File: src/rtl/instr_prefetch_buf.sv
// Instruction prefetch queue feeding a registered decode-stage output.
// The output presents NOP with pc 0 whenever no real instruction is held.
module instr_prefetch_buf #(
  parameter int                BITS      = 32,
  parameter int                PC_BITS   = 32,
  parameter int                DEPTH     = 4,
  parameter logic [BITS-1:0]   NOP_INSTR = 32'h0000_0020,
  parameter int                CNT_LEFT  = $clog2(DEPTH+1)-1
) (
  input  logic                clk,
  input  logic                rst_,
  input  logic                fetch_valid,
  input  logic [BITS-1:0]     fetch_instr,
  input  logic [PC_BITS-1:0]  fetch_pc,
  output logic                fetch_ready,
  input  logic                flush,
  input  logic                dec_ready,
  output logic                dec_valid,
  output logic [BITS-1:0]     dec_instr,
  output logic [PC_BITS-1:0]  dec_pc,
  output logic [CNT_LEFT:0]   count,
  output logic                full,
  output logic                empty
);

  localparam int PTR_W = $clog2(DEPTH);
  localparam logic [CNT_LEFT:0] CNT_FULL = (CNT_LEFT+1)'(DEPTH);

  typedef struct packed {
    logic [PC_BITS-1:0] pc;
    logic [BITS-1:0]    instr;
  } entry_t;

  entry_t             mem [DEPTH];
  logic [PTR_W-1:0]   wr_ptr, rd_ptr;
  logic               push, advance, pop, bypass, q_push;

  // Status flags come straight off the occupancy register.
  assign full        = (count == CNT_FULL);
  assign empty       = (count == '0);
  assign fetch_ready = !full;

  assign push    = fetch_valid & fetch_ready;
  assign advance = dec_ready | !dec_valid;
  assign pop     = advance & !empty;
  assign bypass  = advance & empty & push;
  assign q_push  = push & !bypass;

  always_ff @(posedge clk or negedge rst_) begin
    if (!rst_) begin
      wr_ptr    <= '0;
      rd_ptr    <= '0;
      count     <= '0;
      dec_valid <= 1'b0;
      dec_instr <= NOP_INSTR;
      dec_pc    <= '0;
    end else if (flush) begin
      wr_ptr    <= '0;
      rd_ptr    <= '0;
      count     <= '0;
      dec_valid <= 1'b0;
      dec_instr <= NOP_INSTR;
      dec_pc    <= '0;
    end else begin
      if (advance) begin
        if (pop) begin
          dec_valid <= 1'b1;
          dec_instr <= mem[rd_ptr].instr;
          dec_pc    <= mem[rd_ptr].pc;
          rd_ptr    <= rd_ptr + PTR_W'(1);
        end else if (bypass) begin
          dec_valid <= 1'b1;
          dec_instr <= fetch_instr;
          dec_pc    <= fetch_pc;
        end else begin
          dec_valid <= 1'b0;
          dec_instr <= NOP_INSTR;
          dec_pc    <= '0;
        end
      end
      if (q_push) wr_ptr <= wr_ptr + PTR_W'(1);
      case ({q_push, pop})
        2'b10:   count <= count + (CNT_LEFT+1)'(1);
        2'b01:   count <= count - (CNT_LEFT+1)'(1);
        default: count <= count;
      endcase
    end
  end

  // Storage needs no reset; a flush-cycle push is dropped.
  always_ff @(posedge clk) begin
    if (q_push && !flush) mem[wr_ptr] <= '{pc: fetch_pc, instr: fetch_instr};
  end

endmodule

File: config.mk
export PLATFORM = sky130hd
export DESIGN_NAME = instr_prefetch_buf
export DESIGN_NICKNAME = d
export VERILOG_FILES = /design/src/rtl/instr_prefetch_buf.sv
export SDC_FILE = /design/constraint.sdc
export NUM_CORES = 1
export LEC_CHECK = 0
export ABC_AREA = 1
export ABC_CLOCK_PERIOD_IN_PS = 4450
export BUFFER_PORTS_ARGS = -buffer_cell sky130_fd_sc_hd__buf_2
export CAP_MARGIN = 0
export CORE_ASPECT_RATIO = 1.4
export CORE_MARGIN = 3
export CORE_UTILIZATION = 53
export DETAILED_ROUTE_END_ITERATION = 16
export HOLD_SLACK_MARGIN = 0.03
export PLACE_DENSITY = 0.76
export SYNTH_ARGS = -nofsm -noshare
export SYNTH_HDL_FRONTEND = slang
export SYNTH_SLANG_ARGS = --single-unit
File: constraint.sdc
create_clock -name clk -period 4.45 [get_ports clk]
set_clock_uncertainty 0.1 [all_clocks]
set_input_delay 0.2225 -clock clk [delete_from_list [all_inputs] [get_ports clk]]
set_output_delay 0.2225 -clock clk [all_outputs]
set_load 0.1 [all_outputs]
## Yosys cells after proc, flatten, opt, wreduce, memory -nomap -nowiden

Memories as Yosys holds them, arrays and structs flattened.
Index checks and enable logic that the tools add are counted.
W data, S select, Z words.

| operators by class | value |
|---|---|
| add/sub/neg operators | 4 |
| $mul | 0 |
| div/mod/pow operators | 0 |
| magnitude comparators | 0 |
| equal/unequal tests | 3 |
| shift operators | 0 |
| muxes and demuxes | 21 |
| bitwise gates (word level) | 6 |
| reduce and logical (&&, ||, !) cells | 12 |

Operators with widths:

| cell | count |
|---|---|
| $mux W32 | 8 |
| $mux W2 | 5 |
| $mux W1 | 6 |
| $pmux W3 S2 | 1 |
| $reduce_bool A2 Y1 | 3 |
| $and A1 B1 Y1 | 5 |
| $logic_not A1 Y1 | 5 |
| $add A2 B1 Y2 const B | 2 |
| $add A3 B1 Y3 const B | 1 |
| $eq A3 B3 Y1 const B | 1 |
| $logic_not A3 Y1 | 1 |
| $mux W3 | 1 |
| $reduce_bool A3 Y1 | 1 |
| $sub A3 B1 Y3 const B | 1 |
| $eq A2 B1 Y1 const B | 1 |
| $eq A2 B2 Y1 const B | 1 |
| $reduce_and A2 Y1 | 1 |
| $logic_and A1 B1 Y1 | 1 |
| $or A1 B1 Y1 | 1 |

| word-level totals | value |
|---|---|
| register bits | 72 |
| latch bits | 0 |
| RAM bits | 256 |
| memory bits (read-only) | 0 |
| bits of input ports | 69 |
| logic and storage cells | 53 |
| memories kept | 1 |

Memory list:

| memory | words | bits a word | rd ports | clocked after Yosys merged registers in | wr ports | line | RTL |
|---|---|---|---|---|---|---|---|
| mem | 4 | 64 | 1 | 0 | 1 | 34 | `entry_t mem [DEPTH];` |

## Depth between registers and ports, before layout

Gate-level depths: netlist (run 1).

| depth | value |
|---|---|
| word-level depth | 9 |
| gate-level depth with buffers | 9 |

## Least setup slack after synthesis (run 1)

Ideal clock, no wire load.

| timing | value |
|---|---|
| kind | register to register |
| start point | reg count[1] |
| end point | mem mem[0][0] (netlist name) (enable) |
| library setup time | 0.486 ns |
| arrival | 5.011 ns |
| data required time | 3.864 ns |
| slack | -1.147 ns |
| cell stages (with the launch flop) | 7 |
| period minus slack after synthesis | 5.597 ns |
| cells stage by stage | dfrtp_1 -> nor2_4 -> nand2_1 -> nand2_1 -> nor2_1 -> nand2_1 -> nor2_1 |

| on the way | value |
|---|---|
| longest elaborated chain between the ends | 9 |
| elaborated cells on any way between the ends | 11 |
| those cells by class | 1 x eq/ne; 2 x mux; 4 x bitwise; 4 x reduce/logical |

Ends and longest elaborated chain:

| item | line | RTL |
|---|---|---|
| from (decl) | 21 | `output logic [CNT_LEFT:0] count,` |
| from (signal assigned) | 83 | `2'b10: count <= count + (CNT_LEFT+1)'(1);` |
| from (signal assigned) | 84 | `2'b01: count <= count - (CNT_LEFT+1)'(1);` |
| from (signal assigned) | 85 | `default: count <= count;` |
| $eq A3 B3 Y1 (*) | 39 | `assign full = (count == CNT_FULL);` |
| $logic_not A1 Y1 (*) | 41 | `assign fetch_ready = !full;` |
| net fetch_ready | 15 | `output logic fetch_ready,` |
| $and A1 B1 Y1 (*) | 43 | `assign push = fetch_valid & fetch_ready;` |
| $and A1 B1 Y1 | 46 | `assign bypass = advance & empty & push;` |
| $logic_not A1 Y1 | 47 | `assign q_push = push & !bypass;` |
| $and A1 B1 Y1 (*) | 47 |  |
| $logic_and A1 B1 Y1 (*) | 92 | `if (q_push && !flush) mem[wr_ptr] <= '{pc: fetch_pc, instr: fetch_instr};` |
| $mux W1 (*) | 92 |  |
| $mux W1 (not written as such) (*) | 92 |  |
| to (decl) | 34 |  |

Mark *: on every way through the listed nets, which the timed path passes. The rest lies on a longest branch.

## Worst setup path after layout (run 1)

| timing | value |
|---|---|
| start point | reg dec_valid |
| end point | mem mem[0][32] (netlist name) (enable) |

| on the way | value |
|---|---|
| longest elaborated chain between the ends | 9 |

Ends and longest elaborated chain:

| item | line | RTL |
|---|---|---|
| from (decl) | 18 | `output logic dec_valid,` |
| from (signal assigned) | 54 | `dec_valid <= 1'b0;` |
| from (signal assigned) | 61 | `dec_valid <= 1'b0;` |
| from (signal assigned) | 67 | `dec_valid <= 1'b1;` |
| $logic_not A1 Y1 | 44 | `assign advance = dec_ready \| !dec_valid;` |
| $or A1 B1 Y1 | 44 |  |
| $and A1 B1 Y1 (2 in series) | 46 |  |
| $logic_not A1 Y1 | 47 |  |
| $and A1 B1 Y1 | 47 |  |
| $logic_and A1 B1 Y1 | 92 |  |
| $mux W1 | 92 |  |
| $mux W1 (not written as such) | 92 |  |

No other way between the ends.

==> results of run 1 <==
power by group through the flow:
stage | registers, mW | clock network, mW | logic [mW]
floorplan | 5.20 | 0 | 1.61
global placement | 3.84 | 0 | 3.64
detailed placement | 3.85 | 0 | 3.69
CTS | 3.79 | 2.39 | 3.76
global route | 3.83 | 2.51 | 4.06
finish | 3.80 | 2.37 | 3.75
cells by family after synthesis:
group	Yosys count	synth area share (%)
DFF	328	69.8
AOI/OAI and AO/OA	140	5.20
adders and majority gates	5	0.515
and+or+nand+nor	672	20.6
buffers and inverters	102	3.96
layout by cell type, fill, tap and decap left out, drive strengths merged:
cell type	synthesis	routed
diode	0	1
o21ai	69	69
nand3	194	194
fa	1	1
buf	62	157
dfrtp	71	71
nand2	460	460
inv	18	18
clkinv	1	13
a21boi	1	1
nand4	1	1
clkinvlp	0	3
a21oi	70	70
bufinv	0	1
ha	4	4
dlygate4sd3	0	69
nor4	1	1
edfxtp	256	256
clkbuf	21	37
dfstp	1	1
nor2	16	16
final timing paths:
kind,start,to,cells after the start
max reg2reg,dec_valid$_DFFE_PN0P_,mem[0][32]$_DFFE_PP_,7
min reg2reg,dec_pc[18]$_DFFE_PN0P_,dec_pc[18]$_DFFE_PN0P_,2
min,rst_,dec_instr[25]$_DFFE_PN0P_,2
max,dec_valid$_DFFE_PN0P_,mem[0][32]$_DFFE_PP_,7
max in group asynchronous,rst_,rd_ptr[0]$_DFFE_PN0P_,3
min in group clk,fetch_instr[16],mem[1][16]$_DFFE_PP_,2
layout make-up:
type | instances | share of cell area (%)
clock inverter | 16 | 0.671
antenna | 1 | 0.0156
inverter | 19 | 0.492
clock buffer | 37 | 4.90
sequential | 328 | 59.2
tap | 315 | 2.46
timing repair buffer | 226 | 9.66
multi-input combinational | 817 | 22.6
state kept, by name, indices dropped and copies added, names as in the netlist:
register,cells
mem,256
count,3
dec_valid,1
rd_ptr,2
dec_instr,32
dec_pc,32
wr_ptr,2
repair_timing:
action,in CTS,in global routing
setup endpoints to repair,0,0
hold endpoints to repair,367,0
hold buffers,69,0
routing by layer:
metal / GRT usage (%) / routed length, um / vias to the layer above
met3: 2.99 / 2180 / 71
met4: 8.29 / 878 / 0
li1: - / - / 4637
met5: 0 / 0 / -
met1: 30.7 / 12900 / 4715
met2: 39.4 / 16400 / 419
through the flow:
stage / TNS (ns) / power [mW] / util (%) / hold WS [ns] / instance area, um^2
final: 0 / 9.92 / 64.3 / 0.174 / 16000
after global routing: 0 / 10.4 / 64.3 / 0.226 / 16000
after CTS: 0 / 9.94 / 64.3 / 0.175 / 16000
after detailed placement: 0 / 7.55 / 57.9 / 0.212 / 14400
after global placement: 0 / 7.49 / 57.9 / 0.193 / 14400
after floorplan: -30.79 / 6.80 / - / -0.173 / 13600
worst max-delay path: cells and delay by family (launching register included):
kind	cells	cell delay [ns]
AND/OR/NAND/NOR	5	1.88
buffers and inverters	2	0.42
flip-flops	1	0.36
==> flow_summary.yaml, run 1 <==
critical_path:
  crit_fanout: 42
  worst_setup_path_end_kind: "flip-flop"
  slowest_stage: "nor2_4"
  startpoint_type: "flip-flop"
  crit_arrival_ns: 3.26
  cp_common_cell: "nor2_4"
  critPathMaxStageDelay_ns: 0.69
  reg2reg_slack_ns: 1.30
  path_class: "flip-flop to flip-flop"
  required_ns: 4.57
  worstPathCellList: "inv_1 -> nor2_4 -> nor2_2 -> nor2_1 -> nand2_1 -> nor2_4 -> buf_12"
clock_network:
  cts_sinks: 328
  cts_tree: "built"
  h-tree-depth: 1
  path_clk_slew_ns: 0.07
  cts.repair.resized: 0
  post-cts-setup-buffers: 0
  clk_path_buf_depth: 3
  cts_buffers: 29
  clock_latency_ns: 0.54
  root_buffer: "clkbuf_16"
layout:
  layout.nets: 1495
  final_cell_count_no_fill: 1759
  n_fill_cell: 1870
  regArea_um2: 9500
  multiInputGateArea_um2: 3610
  syn_to_final_growth_pct: 17.8
  drive_gt1_share_pct: 15.2
routing:
  firstDrtPassIters: 5
  vias_per_cell: 5.60
  drt-total-wl_mm: 32.3
  drtAntennaViolNets: 0
  vias: 9842
  drc: 0
  wl_per_cell_um: 18.4
  drtIter0Drc: 1099
die:
  coreArea_um2: 24900
  fp.dieH_um: 196
  die_x_um: 141
  initial_core_util_pct: 54.6
  pin_count: 140
  dieArea_um2: 27600
  rows: 68
synthesis:
  synth_top_cell_by_area: "edfxtp_1"
  yosys-top-cells-area: "edfxtp_1 57%, dfrtp_1 13%, nand2_1 13%, nand3_1 7.1%, a21oi_1 2.5%"
  async_flop_share_pct: 22.0
  synth_fp_nets: 1321
  syn_avg_cell_area_um2: 10.9
  syn_inst: 1247
  ys.flop_type: "edfxtp_1"
  synth-seq-area-share_pct: 69.8
  synthTopCellsByCount: "458 x nand2_1, 256 x edfxtp_1, 194 x nand3_1, 71 x dfrtp_1, 69 x a21oi_1"
  synth_area_um2: 13600
  ys_ff_latch: 328
  yosys_warnings: 0
  synth.top_cell.area_share_pct: 56.5
  synth.most_common_cell: "nand2_1"
  ys_types: 27
  synth_edf_count: 256
timing:
  setup_slack_ns: 1.30
  finalSetupViolCount: 0
  report.final.slew_viol_count: 0
  timing.fmax_ghz: 0.318
  hold_viol: 0
  grt_setup_unrepaired: "false"
  period_share_pct: 70.7
  period_needed_ns: 3.15
  worst_pin_slew_ns: 1.16
  max_slew_margin_pct: 22.7
run:
  cap_violations: 0
global_route:
  grt_max_degree: 113
  grt_pass1_vias: 9943
  gr-usage-all-layers_pct: 23.2
  grt_overflow: 0
  grt_antenna_before_repair: 1
  grt_pass1_wl_mm: 51.5
power_and_ir_drop:
  power.leakage_nw: 6.45
  p_sw_mw: 4.24
  pwr-share-seq_pct: 38.3
  p_int_mw: 5.68
  p_sw_share_pct: 42.8
  powerDensity_nw_per_um2: 619
  combPwrFrac_pct: 37.8
  ir_worst_vdd_v: 0.000468
  clkPwrFrac_pct: 23.9
place:
  gp_congestion: 0.765
  portBuffers: 139
  dpl.hpwl_mm: 17.2
  place_worst_setup_slack_ns: 1.32
  dp_cells: 1636
status:
  outcome: "complete, no violations"
min_path:
  hold_path_class: "input port to asynchronous set/reset pin"
No activity file was read; power rests on OpenSTA's default activity.
==> run 2: changes to the inputs <==
Settings changed: ABC_AREA 1 to 0, ABC_CLOCK_PERIOD_IN_PS 4450 to 2840, CORE_UTILIZATION 53 to 52, PLACE_DENSITY 0.76 to 0.75.
Clock period 4.45 ns to 2.84 ns, I/O delays scaled along.
==> flow_summary.yaml, run 2 <==
status:
  outcome: "complete, no violations"
layout:
  mostFrequentLayoutCell: "edfxtp_1"
  largest_reg_flops: 256
  n_fill_cell: 1614
  layout.nets: 978
  final_cell_count_no_fill: 1235
  syn_to_final_growth_pct: 22.9
  utilization_pct: 65.4
  largest-register: "mem"
  drive_gt1_share_pct: 31.3
  top_regs: "mem (256), dec_instr (32), dec_pc (32)"
  regArea_um2: 9500
  multiInputGateArea_um2: 2780
  fin_area_um2: 15300
  final_cell_mix: "256 x edfxtp_1, 138 x buf_2, 129 x nand2_1"
timing:
  worst_pin_slew_ns: 0.792
  grt_setup_unrepaired: "false"
  timing.fmax_ghz: 0.378
  finalSetupViolCount: 0
  report.final.slew_viol_count: 0
  hold_viol: 0
  period_share_pct: 93.0
  max_slew_margin_pct: 47.2
  period_needed_ns: 2.64
place:
  portBuffers: 139
  place_area_um2: 13700
  gp_congestion: 0.815
  dp_cells: 1110
  dpl.hpwl_mm: 16.5
die:
  die_x_um: 137
  rows: 66
  coreArea_um2: 23500
  fp.dieH_um: 189
  initial_core_util_pct: 53.2
  pin_count: 140
  dieArea_um2: 25900
global_route:
  grt_max_degree: 65
  gr-usage-all-layers_pct: 21.0
  grt_pass1_vias: 7441
  grt_antenna_before_repair: 1
  grt_overflow: 0
  grt_pass1_wl_mm: 41.7
clock_network:
  cts_sinks: 328
  cts.repair.resized: 0
  cts_tree: "built"
  cts-hold-fix-buffers: 68
  clock_latency_ns: 0.54
  path_clk_slew_ns: 0.07
  h-tree-depth: 1
  clk_path_buf_depth: 3
  post-cts-setup-buffers: 0
  cts_buffers: 30
  root_buffer: "clkbuf_16"
power_and_ir_drop:
  ir_worst_vdd_v: 0.000840
  powerDensity_nw_per_um2: 1020
  power.leakage_nw: 5.82
synthesis:
  yosys_warnings: 0
  synthSimpleGateAreaFrac_pct: 5.16
  synth_compound_area_share_pct: 4.32
  synth_fa_ha_area_share_pct: 0.561
  synth_fp_nets: 749
  synth.most_common_cell: "edfxtp_1"
  syn_avg_cell_area_um2: 18.5
  synth_edf_count: 256
  ys.flop_type: "edfxtp_1"
  synth.top_cell.area_share_pct: 61.6
  ys_types: 35
  synth_area_um2: 12500
  syn_inst: 675
  async_flop_share_pct: 22.0
  yosys-top-cells-area: "edfxtp_1 62%, dfrtp_1 14%, mux4_2 12%, nand2_1 3.9%, a22oi_1 3.8%"
  synthXorXnorAreaFrac_pct: 0.281
  synthTopCellsByCount: "256 x edfxtp_1, 129 x nand2_1, 71 x dfrtp_1, 64 x mux4_2, 63 x a22oi_1"
  muxShareOfSynthArea_pct: 11.7
  synth_top_cell_by_area: "edfxtp_1"
  synth-seq-area-share_pct: 76.0
  ys_ff_latch: 328
  synth_top_family_by_area: "multiplexers"
routing:
  firstDrtPassIters: 5
  drt-total-wl_mm: 26.2
  drc: 0
  wl_per_cell_um: 21.2
  vias: 6857
  drtIter0Drc: 519
  drtAntennaViolNets: 0
  vias_per_cell: 5.55
critical_path:
  slowest_stage: "and4_2"
  required_ns: 3.21
  critPathMaxStageDelay_ns: 0.57
  path_class: "flip-flop to flip-flop"
  worst_setup_path_end_kind: "flip-flop"
  path_buf_inv: 2
  worstPathCellList: "nor3_4 -> and4_2 -> buf_4 -> a211oi_1 -> dlygate4sd3_1"
  crit_fanout: 19
  path_delay_family: "simple AND/OR/NAND/NOR gates"
  startpoint_type: "flip-flop"
  crit_arrival_ns: 3.01
run:
  cap_violations: 0
min_path:
  hold_path_class: "input port to flip-flop"
[run 2: per-layer routing]
| metal | vias up | wire [um] | GRT usage [%] |
|---|---|---|---|
| met5 | - | 0 | 0 |
| met4 | 0 | 845 | 7.72 |
| met3 | 53 | 1270 | 2.53 |
| met2 | 207 | 14500 | 37.6 |
| met1 | 3500 | 9650 | 26.0 |
| li1 | 3097 | - | - |
[run 2: worst reg2reg max path, stage by stage, from the launching register on]
cell and delay [ns]:
dfrtp_2 0.46, nor3_4 0.40, and4_2 0.57, buf_4 0.36, a211oi_1 0.12, dlygate4sd3_1 0.57
[run 2: through the flow]
stage | setup slack (ns) | power (mW) | TNS, ns | hold WS [ns]
6_report | 0.198 | 15.7 | 0 | 0.0838
5_1_grt | 0.0520 | 16.3 | 0 | 0.129
4_1_cts | 0.183 | 15.9 | 0 | 0.0688
3_5_place_dp | 0.550 | 11.8 | 0 | 0.169
3_3_place_gp | 0.641 | 11.7 | 0 | 0.162
2_1_floorplan | -0.0291 | 10.7 | -7.45 | -0.254
[run 2: path summary, 6_finish.rpt]
path | startpoint | to | slack, ns | cells past startpoint
worst min register to register | dec_pc[16]$_DFFE_PN0P_ | dec_pc[16]$_DFFE_PN0P_ | 0.36 | 2
worst max register to register | count[2]$_DFFE_PN0P_ | dec_instr[5]$_DFFE_PN1P_ | 0.20 | 5
min in group asynchronous | rst_ | dec_instr[2]$_DFFE_PN0P_ | 0.12 | 2
worst min-delay path | dec_ready | count[1]$_DFFE_PN0P_ | 0.08 | 5
worst max-delay path | count[2]$_DFFE_PN0P_ | dec_instr[5]$_DFFE_PN1P_ | 0.20 | 5
max in group asynchronous | rst_ | dec_instr[10]$_DFFE_PN0P_ | 1.78 | 3
[run 2: final cells by class]
class                      count  share of cell area (%)
tap                          306                    2.50
clock inverter                12                   0.775
timing repair buffer         232                    10.7
clock buffer                  44                    5.77
inverter                       8                   0.220
sequential                   328                    61.9
antenna                        1                  0.0163
multi-input combinational    304                    18.1
[run 2: cells by family (layout without fill, tap and decap cells)]
group,Yosys count,after routing
flops,328,328
simple gates,156,156
compound gates,73,73
mux,66,66
buf+inv,43,296
fa+ha+maj,5,5
xor+xnor,4,4
other cells,0,1
[run 2: power breakdown]
group / switching, mW / internal, mW / total [mW]
logic: 4.08 / 1.48 / 5.56
registers: 0.404 / 5.75 / 6.15
clock network: 1.65 / 2.34 / 3.99
total: 6.14 / 9.57 / 15.7
==> run 3: changes to the inputs <==
Settings changed: ABC_CLOCK_PERIOD_IN_PS 2840 to 2300.
Clock period 2.84 ns to 2.3 ns, I/O delays scaled along.
==> flow_summary.yaml, run 3 (synthesis results as in run 2) <==
status:
  outcome: "complete, no violations"
routing:
  drtAntennaViolNets: 0
  firstDrtPassIters: 5
  vias: 7030
  drtIter0Drc: 577
  vias_per_cell: 5.70
  drc: 0
  wl_per_cell_um: 22.0
  drt-total-wl_mm: 27.1
global_route:
  grt_pass1_vias: 7610
  grt_busiest_layer: "met2"
  grt_pass1_wl_mm: 43.1
  grt_overflow: 0
  grt_use_met3_pct: 2.95
  gr-usage-all-layers_pct: 21.6
  grt_max_degree: 64
  use_met2_pct: 36.5
  use_met1_pct: 29.6
  grt_antenna_before_repair: 1
power_and_ir_drop:
  power.leakage_nw: 5.91
  powerDensity_nw_per_um2: 1270
  ir_worst_vdd_v: 0.00140
  power.total_mw: 20.2
min_path:
  hold_path_class: "input port to asynchronous set/reset pin"
die:
  dieArea_um2: 25900
  die_x_um: 137
  pin_count: 140
  rows: 66
  fp.dieH_um: 189
  coreArea_um2: 23500
  initial_core_util_pct: 53.2
critical_path:
  cp-startpoint: "dec_valid$_DFFE_PN0P_"
  path_class: "flip-flop to flip-flop"
  reg2regPathDepth: 7
  crit_arrival_ns: 2.53
  startpoint_type: "flip-flop"
  crit_fanout: 5
  r2r_start: "dec_valid$_DFFE_PN0P_"
  cp-endpoint: "count[2]$_DFFE_PN0P_"
  reg2reg_slack_ns: 0.12
  worst_setup_path_end_kind: "flip-flop"
  r2r-end: "count[2]$_DFFE_PN0P_"
  required_ns: 2.65
timing:
  period_share_pct: 94.9
  worst_pin_slew_ns: 0.901
  finalSetupViolCount: 0
  report.final.slew_viol_count: 0
  period_needed_ns: 2.18
  timing.fmax_ghz: 0.458
  max_slew_margin_pct: 39.7
  hold_viol: 0
  setup_slack_ns: 0.116
  finalSetupTns_ns: 0
  grt_setup_unrepaired: "false"
place:
  portBuffers: 139
  dp_cells: 1107
  gp_congestion: 0.767
  place_worst_setup_slack_ns: -0.0550
  dpl.hpwl_mm: 15.9
layout:
  final_cell_mix: "256 x edfxtp_1, 137 x buf_2, 129 x nand2_1"
  largest_reg_flops: 256
  syn_to_final_growth_pct: 26.8
  largest-register: "mem"
  final_cell_count_no_fill: 1234
  mostFrequentLayoutCell: "edfxtp_1"
  drive_gt1_share_pct: 38.7
  top_regs: "mem (256), dec_instr (32), dec_pc (32)"
  layout.nets: 977
clock_network:
  cts_sinks: 328
  root_buffer: "clkbuf_16"
  cts_buffers: 30
  cts_tree: "built"
  clk_path_buf_depth: 3
  clock_latency_ns: 0.56
  path_clk_slew_ns: 0.06
  h-tree-depth: 1
run:
  cap_violations: 0
==> run 3: area by class of cell <==
type                            count  area (um^2)
Tap cell                          306          383
Sequential cell                   328         9510
Multi-Input combinational cell    305         3110
Fill cell                        1530         7620
Timing Repair Buffer              230         1750
Clock inverter                     23          263
Clock buffer                       33          782
Inverter                            8         30.0
Antenna cell                        1         2.50
==> run 3: per-layer routing <==
layer  wire (um)  part of all wire (%)
met3        1540                   5.7
met1       10600                    39
met2       14300                    53
met4         673                   2.5
met5           0                     0
==> run 3: worst max-delay path, stage by stage, from the launching register on <==
cell and delay [ns]:
dfrtp_4 0.48, nor2b_1 0.21, nor2_2 0.19, nand2_1 0.10
fa_2 0.40, and3_1 0.19, a211o_1 0.28, and3_1 0.14
==> run 3: how the worst min path moves through the flow <==
| stage | end | from | slack [ns] | cells after the start |
|---|---|---|---|---|
| after detailed placement | dec_instr[2]$_DFFE_PN0P_ | rst_ | 0.03 | 1 |
| after CTS | dec_instr[5]$_DFFE_PN1P_ | rst_ | 0.05 | 2 |
| final | dec_instr[5]$_DFFE_PN1P_ | rst_ | 0.06 | 2 |
| after floorplan | count[1]$_DFFE_PN0P_ | rst_ | -0.28 | 0 |
| after global placement | dec_instr[0]$_DFFE_PN0P_ | rst_ | 0.02 | 1 |
| after global routing | dec_instr[5]$_DFFE_PN1P_ | rst_ | 0.06 | 2 |
==> run 3: power by group <==
group          switching [mW]  leakage [nW]  internal [mW]
registers               0.450          3.26           7.11
clock network            2.13         0.514           3.03
logic                    5.39          2.14           2.08
==> run 3: metrics by stage <==
stage | hold slack, ns | util [%] | cell area (um^2)
global route | 0.0568 | 67.5 | 15800
finish | 0.0625 | 67.5 | 15800
floorplan | -0.281 | - | 12800
global placement | 0.0185 | 60.0 | 14100
CTS | 0.0510 | 67.5 | 15800
detailed placement | 0.0342 | 60.0 | 14100
==> run 3: repair_timing <==
item | in CTS | in global routing
setup buffers | 0 | 0
hold buffers | 69 | 0
endpoints found under the hold margin | 400 | 0
gates cloned | 1 | 0
pin swaps | 1 | 0
setup endpoints to repair | 65 | 113
gates resized for setup | 3 | 2
